File: src/rtl/imem_fetch_ctrl.sv
// -----------------------------------------------------------------------------
// imem_fetch_ctrl
//
// Instruction-fetch controller that sits right after the program-counter
// register. It accepts a PC, runs a req/ack read against instruction memory and
// returns the 32-bit instruction with a valid flag. While a fetch is in flight
// or a result is waiting to be taken, it holds the PC register through
// pc_stall. A misaligned PC or a memory that never acks gives an error result
// (fetch_err=1, instr_out=0).
//
// Optional feature (macro IFETCH_REUSE_EN):
//   When the macro is defined, a one-entry tag remembers the last successfully
//   fetched address and instruction. An aligned PC that matches a valid tag
//   goes straight to DONE and issues no memory request. When the macro is not
//   defined, every accepted PC goes to memory and no tag storage exists.
//
// Parameters:
//   TIMEOUT   cycles mem_req may stay high without mem_ack (1..2^TMO_W-1)
//   TMO_W     width of the timeout counter
//
// Ports:
//   clk          in   system clock, rising edge
//   reset_n      in   asynchronous active-low reset
//   pc_in        in   PC value from the PC register
//   pc_valid     in   pc_in should be fetched
//   consume      in   downstream takes the presented instruction or error
//   mem_ack      in   mem_rdata is valid this cycle
//   mem_rdata    in   instruction memory read data
//   mem_req      out  read request to instruction memory
//   mem_addr     out  word-aligned read byte address
//   instr_out    out  fetched instruction (0 on error)
//   instr_valid  out  result valid, held until consume
//   fetch_err    out  result is an error (misaligned or timeout)
//   pc_stall     out  PC register must hold
//   state_dbg    out  current FSM state, for observation only
//
// Handshake: a result is transferred on every rising edge where
// instr_valid=1 and consume=1. The memory read completes on the first rising
// edge where mem_req=1 and mem_ack=1; mem_req and mem_addr stay stable until
// then. A PC is taken on a rising edge where pc_valid=1 and the controller is
// either idle or handing over a good instruction that is consumed in the same
// cycle.
// -----------------------------------------------------------------------------
module imem_fetch_ctrl #(
  parameter int TIMEOUT = 15,
  parameter int TMO_W   = 8
) (
  input  logic        clk,
  input  logic        reset_n,
  input  logic [31:0] pc_in,
  input  logic        pc_valid,
  input  logic        consume,
  input  logic        mem_ack,
  input  logic [31:0] mem_rdata,
  output logic        mem_req,
  output logic [31:0] mem_addr,
  output logic [31:0] instr_out,
  output logic        instr_valid,
  output logic        fetch_err,
  output logic        pc_stall,
  output logic [1:0]  state_dbg
);

  typedef enum logic [1:0] {
    ST_IDLE = 2'd0,
    ST_REQ  = 2'd1,
    ST_DONE = 2'd2,
    ST_ERR  = 2'd3
  } state_e;

  // Counter value seen in the last REQ cycle that may still be acked.
  localparam logic [TMO_W-1:0] TMO_LAST = TMO_W'(TIMEOUT - 1);

  state_e             state_q, state_d;
  logic [TMO_W-1:0]   cnt_q, cnt_d;
  logic [31:0]        addr_q, addr_d;
  logic [31:0]        instr_q, instr_d;
  logic               accept;
  logic               hit;
  logic [31:0]        hit_instr;

`ifdef IFETCH_REUSE_EN
  logic [31:0] last_addr_q;
  logic [31:0] last_instr_q;
  logic        last_ok_q;

  assign hit       = last_ok_q && (pc_in == last_addr_q);
  assign hit_instr = last_instr_q;

  // The tag is refreshed on every successful memory read and cleared on any
  // transition into ERR, so a later error never leaves a stale entry usable.
  always_ff @(posedge clk or negedge reset_n) begin
    if (!reset_n) begin
      last_addr_q  <= '0;
      last_instr_q <= '0;
      last_ok_q    <= 1'b0;
    end else begin
      if (state_q == ST_REQ && mem_ack) begin
        last_addr_q  <= addr_q;
        last_instr_q <= mem_rdata;
        last_ok_q    <= 1'b1;
      end else if (state_d == ST_ERR && state_q != ST_ERR) begin
        last_ok_q <= 1'b0;
      end
    end
  end
`else
  assign hit       = 1'b0;
  assign hit_instr = '0;
`endif

  // ---------------------------------------------------------------------------
  // Next-state logic
  // ---------------------------------------------------------------------------
  always_comb begin
    state_d = state_q;
    cnt_d   = cnt_q;
    addr_d  = addr_q;
    instr_d = instr_q;
    accept  = 1'b0;

    unique case (state_q)
      ST_IDLE: begin
        accept = pc_valid;
      end
      ST_REQ: begin
        // An ack always wins, including in the last allowed cycle.
        if (mem_ack) begin
          instr_d = mem_rdata;
          state_d = ST_DONE;
        end else begin
          cnt_d = cnt_q + 1'b1;
          if (cnt_q == TMO_LAST) begin
            state_d = ST_ERR;
          end
        end
      end
      ST_DONE: begin
        if (consume) begin
          // Back-to-back: a new PC is taken in the same cycle the result
          // leaves, so no idle cycle appears between fetches.
          if (pc_valid) begin
            accept = 1'b1;
          end else begin
            state_d = ST_IDLE;
          end
        end
      end
      ST_ERR: begin
        if (consume) begin
          state_d = ST_IDLE;
        end
      end
      default: begin
        state_d = ST_IDLE;
      end
    endcase

    if (accept) begin
      addr_d = pc_in;
      cnt_d  = '0;
      if (pc_in[1:0] != 2'b00) begin
        state_d = ST_ERR;
      end else if (hit) begin
        instr_d = hit_instr;
        state_d = ST_DONE;
      end else begin
        state_d = ST_REQ;
      end
    end
  end

  // ---------------------------------------------------------------------------
  // State and data registers
  // ---------------------------------------------------------------------------
  always_ff @(posedge clk or negedge reset_n) begin
    if (!reset_n) begin
      state_q <= ST_IDLE;
      cnt_q   <= '0;
      addr_q  <= '0;
      instr_q <= '0;
    end else begin
      state_q <= state_d;
      cnt_q   <= cnt_d;
      addr_q  <= addr_d;
      instr_q <= instr_d;
    end
  end

  // ---------------------------------------------------------------------------
  // Outputs. All are decoded from registered state (plus consume for the
  // stall), so an asynchronous reset clears them without waiting for a clock.
  // ---------------------------------------------------------------------------
  assign mem_req     = (state_q == ST_REQ);
  assign mem_addr    = addr_q & 32'hFFFF_FFFC;
  assign instr_valid = (state_q == ST_DONE) || (state_q == ST_ERR);
  assign fetch_err   = (state_q == ST_ERR);
  assign instr_out   = (state_q == ST_ERR) ? 32'h0000_0000 : instr_q;
  assign pc_stall    = (state_q == ST_REQ) || (instr_valid && !consume);
  assign state_dbg   = state_q;

endmodule

File: config.mk
export PLATFORM = sky130hd
export DESIGN_NAME = imem_fetch_ctrl
export DESIGN_NICKNAME = d
export VERILOG_FILES = /design/src/rtl/imem_fetch_ctrl.sv
export SDC_FILE = /design/constraint.sdc
export NUM_CORES = 1
export LEC_CHECK = 0
export CORE_ASPECT_RATIO = 0.7
export CORE_MARGIN = 10
export CORE_UTILIZATION = 30
export CTS_BUF_LIST = sky130_fd_sc_hd__clkbuf_8
export CTS_CLUSTER_SIZE = 14
export DETAILED_ROUTE_END_ITERATION = 10
export GPL_ROUTABILITY_DRIVEN = 0
export HOLD_SLACK_MARGIN = 0.15
export RECOVER_POWER = 50
export SYNTH_ARGS = -nofsm -noshare
export SYNTH_HDL_FRONTEND = slang
export SYNTH_SLANG_ARGS = --single-unit
File: constraint.sdc
create_clock -name clk -period 4.9 [get_ports clk]
set_input_delay 0.49 -clock clk [delete_from_list [all_inputs] [get_ports clk]]
set_output_delay 0.49 -clock clk [all_outputs]
set_load 0.01 [all_outputs]
==> flow_metrics.env, run 1 <==
export IMPL_status="finished, violations left"
export IMPL_violations="capacitance limit, slew limit"
export IMPL_drcViolationCount=0
export IMPL_place_area_sq_um=4580
export IMPL_dr_max_layer_used="met4"
export IMPL_maxCapViolations=2
export IMPL_wl_met2_mm=3.36
export IMPL_grt_pass1_wl_mm=13.3
export IMPL_ir_worst_vdd_v=0.000239
export IMPL_synth_top_cell_by_area="dfrtp_1"
export IMPL_setup_tns_ns=0
export IMPL_r2r_setup_slack_ns=2.27
export IMPL_worstPathArrival_ns=2.27
export IMPL_cts_setup_buffers=0
export IMPL_crit_start="state_dbg[1]"
export IMPL_ctsResizeCount=0
export IMPL_grt_antenna_before_repair=0
export IMPL_synthFlopType="dfrtp_1"
export IMPL_fill_cells=980
export IMPL_ys_seq_elements=72
export IMPL_cp_required_ns=4.41
export IMPL_grt_util_all_layers_pct=11.2
export IMPL_yosysMostFrequentCell="dfrtp_1"
export IMPL_dieWidth_um=142
export IMPL_yosysWarningCount=0
export IMPL_period_share_pct=56.4
export IMPL_dp_hpwl_mm=6.28
export IMPL_hold_class="in2async"
export IMPL_rsz0062_at_grt="false"
export IMPL_portBuffers=136
export IMPL_num_io_pins=139
export IMPL_setup_slack_ns=2.14
export IMPL_rr_worst_depth=4
export IMPL_cts_buffers_inserted=9
export IMPL_root_buffer="clkbuf_8"
export IMPL_num_rows=31
export IMPL_timing_rr_start="state_dbg[0]"
export IMPL_period_minus_slack_ns=2.76
export IMPL_slew_headroom_pct=-21.3
export IMPL_drive_gt1_share_pct=21.2
export IMPL_path_class="reg2out"
export IMPL_path_clk_slew_ns=0.08
export IMPL_power_mw=2.92
export IMPL_synth_avg_cell_area_sq_um=13.1
export IMPL_syn_area_sq_um=3110
export IMPL_clkLatencyLatePin_ns=0.34
export IMPL_synth_cells=237
export IMPL_synth_cell_types=29
export IMPL_timing_rr_end="instr_q[29]"
export IMPL_die_area_sq_um=14900
export IMPL_cts_tree="yes"
export IMPL_m1WireLength_mm=3.50
export IMPL_seq_area_frac_synth_pct=57.9
export IMPL_antenna_left=0
export IMPL_end_kind="primary output"
export IMPL_cts_max_level=3
export IMPL_synthTopCellsByCount="dfrtp_1 (72), mux2_2 (62), and2_1 (32), nand2_1 (9), o21ai_0 (8)"
export IMPL_fin_skew_ns=0.00774
export IMPL_num_vias=2269
export IMPL_synth_top_area_share_pct=57.9
export IMPL_core_area_sq_um=10200
export IMPL_path_max_fanout=33
export IMPL_design_area_sq_um=4760
export IMPL_max_freq_mhz=362
export IMPL_tightest_slew_ns=1.82
export IMPL_grt_max_degree=73
export IMPL_cts_hold_buffers=0
export IMPL_p_per_area_nw_per_um2=614
export IMPL_initial_core_util_pct=30.4
export IMPL_grt_pass1_vias=2529
export IMPL_gr_total_overflow=0
export IMPL_async_flop_share_pct=100
export IMPL_antenna_cells=0
export IMPL_hold_viol=0
export IMPL_final_net_count=444
export IMPL_syn_to_final_growth_pct=53.0
export IMPL_clock_sinks=72
export IMPL_synthTopCellsByArea="dfrtp_1 (58%), mux2_2 (22%), and2_1 (6.4%), o21ai_0 (1.3%), a21oi_1 (1.1%)"
export IMPL_drtPass1Iterations=5
export IMPL_routedWlPerCell_um=16.4
export IMPL_cts_path_max_buffers=2
export IMPL_totalWireLength_mm=8.37
export IMPL_p_leak_nw=1.95
export IMPL_setup_viol=0
export IMPL_cp_start_kind="flip-flop"
export IMPL_die_h_um=105
export IMPL_viasPerCell=4.45
export IMPL_wl_met3_mm=1.42
export IMPL_slew_viol_final=65
export IMPL_initialDrtViolationCount=25
export IMPL_synth_edf_count=0
export IMPL_dp_slack_ns=2.39
per-stage QoR:
step	hold slack, ns	instances	util, %
2_1_floorplan	0.194	238	-
3_3_place_gp	0.463	494	44.7
3_5_place_dp	0.466	494	44.7
4_1_cts	0.313	510	46.6
5_1_grt	0.334	510	46.5
6_report	0.279	510	46.5
critical path: stages (launching register included):
cell and delay [ns]:
dfrtp_1 0.51, nand2_1 0.55, and2_1 0.38, clkdlybuf4s50_1 0.49
kinds of logic after synthesis:
kind of cell / after synthesis / share of synthesized area [%]
mux: 65 / 23.4
buf+inv: 17 / 2.77
flops: 72 / 57.9
fa+ha+maj: 2 / 0.804
simple gates: 62 / 11.9
other cells: 1 / 0.120
compound gates: 18 / 3.13
placed cells by master, fill, tap and decap left out, types with 2 or more instances in the layout:
cell             instances
nor2_1                   2
clkbuf_1                 2
mux2i_1                  3
a21oi_1                  7
nand3_1                  3
and2_1                  32
or3_1                    3
mux2_2                  62
o21ai_0                  8
inv_1                    3
clkinvlp_4               3
ha_1                     2
o211ai_1                 2
nand2b_1                 2
dfrtp_1                 72
clkbuf_8                12
dlygate4sd3_1            2
nor3_1                   2
conb_1                   2
clkdlybuf4s50_1        133
nor2b_1                  2
nand2_1                  9
report_power, final:
part | switching [mW] | internal [mW]
clock network | 0.216 | 0.224
logic | 0.553 | 0.918
registers | 0.143 | 0.869
layout make-up:
type	count	area, sq um	share of cell area, %
multi-input cells	149	1230	25.7
flip-flops and latches	72	1800	37.8
repair buffers	138	1370	28.7
clock inverters	4	27.5	0.578
inverters	3	11.3	0.236
clock buffers	12	165	3.47
well taps	132	165	3.47
routing by layer:
metal  track usage, %  vias to the layer above
met3             9.24                       10
met2             15.5                      112
li1                 -                     1078
met1             12.4                     1069
met4             3.93                        0
met5                0                        -
sequential cells by signal (all words and copies together), names as in the netlist:
name / cells
instr_q: 32
state_dbg: 2
addr_q: 30
cnt_q: 8
how the worst max path moves through the flow:
stage	to	slack [ns]	cells after the start
CTS	instr_out[28]	2.00	3
global placement	instr_out[20]	2.48	3
floorplan	cnt_q[6]	3.28	5
finish	instr_out[27]	2.14	3
detailed placement	instr_out[28]	2.39	3
global route	instr_out[15]	1.85	3
No activity file was read; power rests on OpenSTA's default activity.
==> run 2, diff against run 1 <==
- clock period: 4.9 -> 2.4 ns (I/O delays scaled with it)
==> run 2 against run 1 <==
  * Power rose by 110%
  * Highest routed layer unchanged
  * Critical path depth is 1 higher
  * Via count grew 1.2%
  * The run now ends clean
  * Flip-flop and latch count is the same
  * Design area increased by 1.6%
  * Non-clock buffer count is 3 higher
==> flow_metrics.env, run 2 (synthesized netlist as in run 1, its figures left out) <==
export IMPL_status="completed"
export IMPL_clock_sinks=72
export IMPL_grt_util_all_layers_pct=11.3
export IMPL_end_kind="primary output"
export IMPL_root_buffer="clkbuf_8"
export IMPL_dp_slack_ns=0.502
export IMPL_timing_rr_start="state_dbg[0]"
export IMPL_period_share_pct=90.9
export IMPL_period_minus_slack_ns=2.18
export IMPL_cts_path_max_buffers=2
export IMPL_design_area_sq_um=4840
export IMPL_hold_start="cnt_q[7]"
export IMPL_drive_gt1_share_pct=22.0
export IMPL_power_mw=6.10
export IMPL_cp_start_kind="flip-flop"
export IMPL_p_leak_nw=2.00
export IMPL_drcViolationCount=0
export IMPL_cts_buffers_inserted=9
export IMPL_p_seq_share_pct=33.6
export IMPL_path_class="reg2out"
export IMPL_maxCapViolations=0
export IMPL_portBuffers=136
export IMPL_final_net_count=447
export IMPL_largest_register_ffs=32
export IMPL_initial_core_util_pct=30.4
export IMPL_core_area_sq_um=10200
export IMPL_internal_power_mw=4.24
export IMPL_place_area_sq_um=4610
export IMPL_dp_hpwl_mm=6.26
export IMPL_num_rows=31
export IMPL_switching_share_pct=30.5
export IMPL_path_clk_slew_ns=0.08
export IMPL_grt_max_degree=43
export IMPL_fin_skew_ns=0.00649
export IMPL_p_sw_mw=1.86
export IMPL_antenna_cells=0
export IMPL_slew_viol_final=0
export IMPL_num_io_pins=139
export IMPL_hold_viol=0
export IMPL_final_cell_mix="clkdlybuf4s50_1 (106), dfrtp_1 (72), mux2_2 (62)"
export IMPL_max_freq_mhz=458
export IMPL_path_max_fanout=33
export IMPL_regMostFlops="instr_q"
export IMPL_cts_max_level=3
export IMPL_num_vias=2297
export IMPL_gr_total_overflow=0
export IMPL_setup_tns_ns=0
export IMPL_cts_setup_buffers=0
export IMPL_syn_to_final_growth_pct=55.5
export IMPL_totalWireLength_mm=8.38
export IMPL_worstPathArrival_ns=1.94
export IMPL_tightest_slew_ns=1.07
export IMPL_die_h_um=105
export IMPL_crit_start="state_dbg[1]"
export IMPL_reg_top3="instr_q: 32 flops, addr_q: 30 flops, cnt_q: 8 flops"
export IMPL_combPwrFrac_pct=48.2
export IMPL_clkLatencyLatePin_ns=0.34
export IMPL_grt_pass1_vias=2514
export IMPL_setup_viol=0
export IMPL_fill_cells=956
export IMPL_grt_pass1_wl_mm=13.4
export IMPL_p_per_area_nw_per_um2=1260
export IMPL_slew_headroom_pct=28.7
export IMPL_grt_antenna_before_repair=0
export IMPL_setup_slack_ns=0.218
export IMPL_rsz0062_at_grt="false"
export IMPL_p_clk_share_pct=18.2
export IMPL_drtPass1Iterations=4
export IMPL_antenna_left=0
export IMPL_layout_commonest_cell="clkdlybuf4s50_1"
export IMPL_hold_class="reg2reg"
export IMPL_viasPerCell=4.48
export IMPL_ir_worst_vdd_v=0.000557
export IMPL_dieWidth_um=142
export IMPL_die_area_sq_um=14900
export IMPL_cts_tree="yes"
export IMPL_cp_required_ns=2.16
export IMPL_initialDrtViolationCount=55
export IMPL_routedWlPerCell_um=16.3
[run 2: power groups by stage]
stage | Sequential (mW) | Clock, mW | Combinational [mW]
2_1_floorplan | 2.15 | 0 | 1.32
3_3_place_gp | 2.05 | 0 | 3.08
3_5_place_dp | 2.09 | 0 | 3.10
4_1_cts | 2.07 | 1.16 | 3.11
5_1_grt | 2.14 | 1.22 | 3.20
6_report | 2.05 | 1.11 | 2.94
[run 2: through the flow]
step / instances / util (%) / hold WS (ns)
final: 513 / 47.3 / 0.478
after global routing: 513 / 47.3 / 0.477
after CTS: 513 / 47.4 / 0.448
after detailed placement: 496 / 45.0 / 0.280
after global placement: 496 / 45.0 / 0.279
after floorplan: 238 / - / -0.0556
[run 2: routing by layer]
metal  up-vias  wire (um)  track usage [%]
met5         -          0                0
met4         0        157             4.00
met3         9       1370             9.15
met2       108       3210             15.1
met1      1091       3640             13.2
li1       1089          -                -
[run 2: cell type report]
type | instances | area (sq um) | area share [%]
timing repair buffer | 141 | 1400 | 28.8
clock inverter | 4 | 75.1 | 1.55
clock buffer | 12 | 165 | 3.41
tap | 132 | 165 | 3.41
multi-input combinational | 149 | 1230 | 25.3
inverter | 3 | 11.3 | 0.233
sequential | 72 | 1800 | 37.2
[run 2: repair_timing]
| action | CTS | global route |
|---|---|---|
| hold buffers | 1 | 0 |
| setup endpoints to repair | 0 | 2 |
| hold endpoints to repair | 41 | 0 |
| resized for setup | 0 | 1 |
[run 2: path summary, 6_finish.rpt]
path / endpoint / slack [ns] / cells past startpoint
worst max-delay path: instr_out[15] / 0.22 / 4
worst max register to register: addr_q[7] / 0.51 / 4
max in group asynchronous: addr_q[11] / 0.42 / 3
worst min register to register: cnt_q[7] / 0.48 / 1
min in group asynchronous: instr_q[4] / 0.64 / 2
worst min-delay path: cnt_q[7] / 0.48 / 1
[run 2: worst max-delay path, cell delays in order, from the launching register on]
cell and delay (ns):
dfrtp_1 0.50, nand2_1 0.14, buf_6 0.22, and2_1 0.18
clkdlybuf4s50_1 0.56
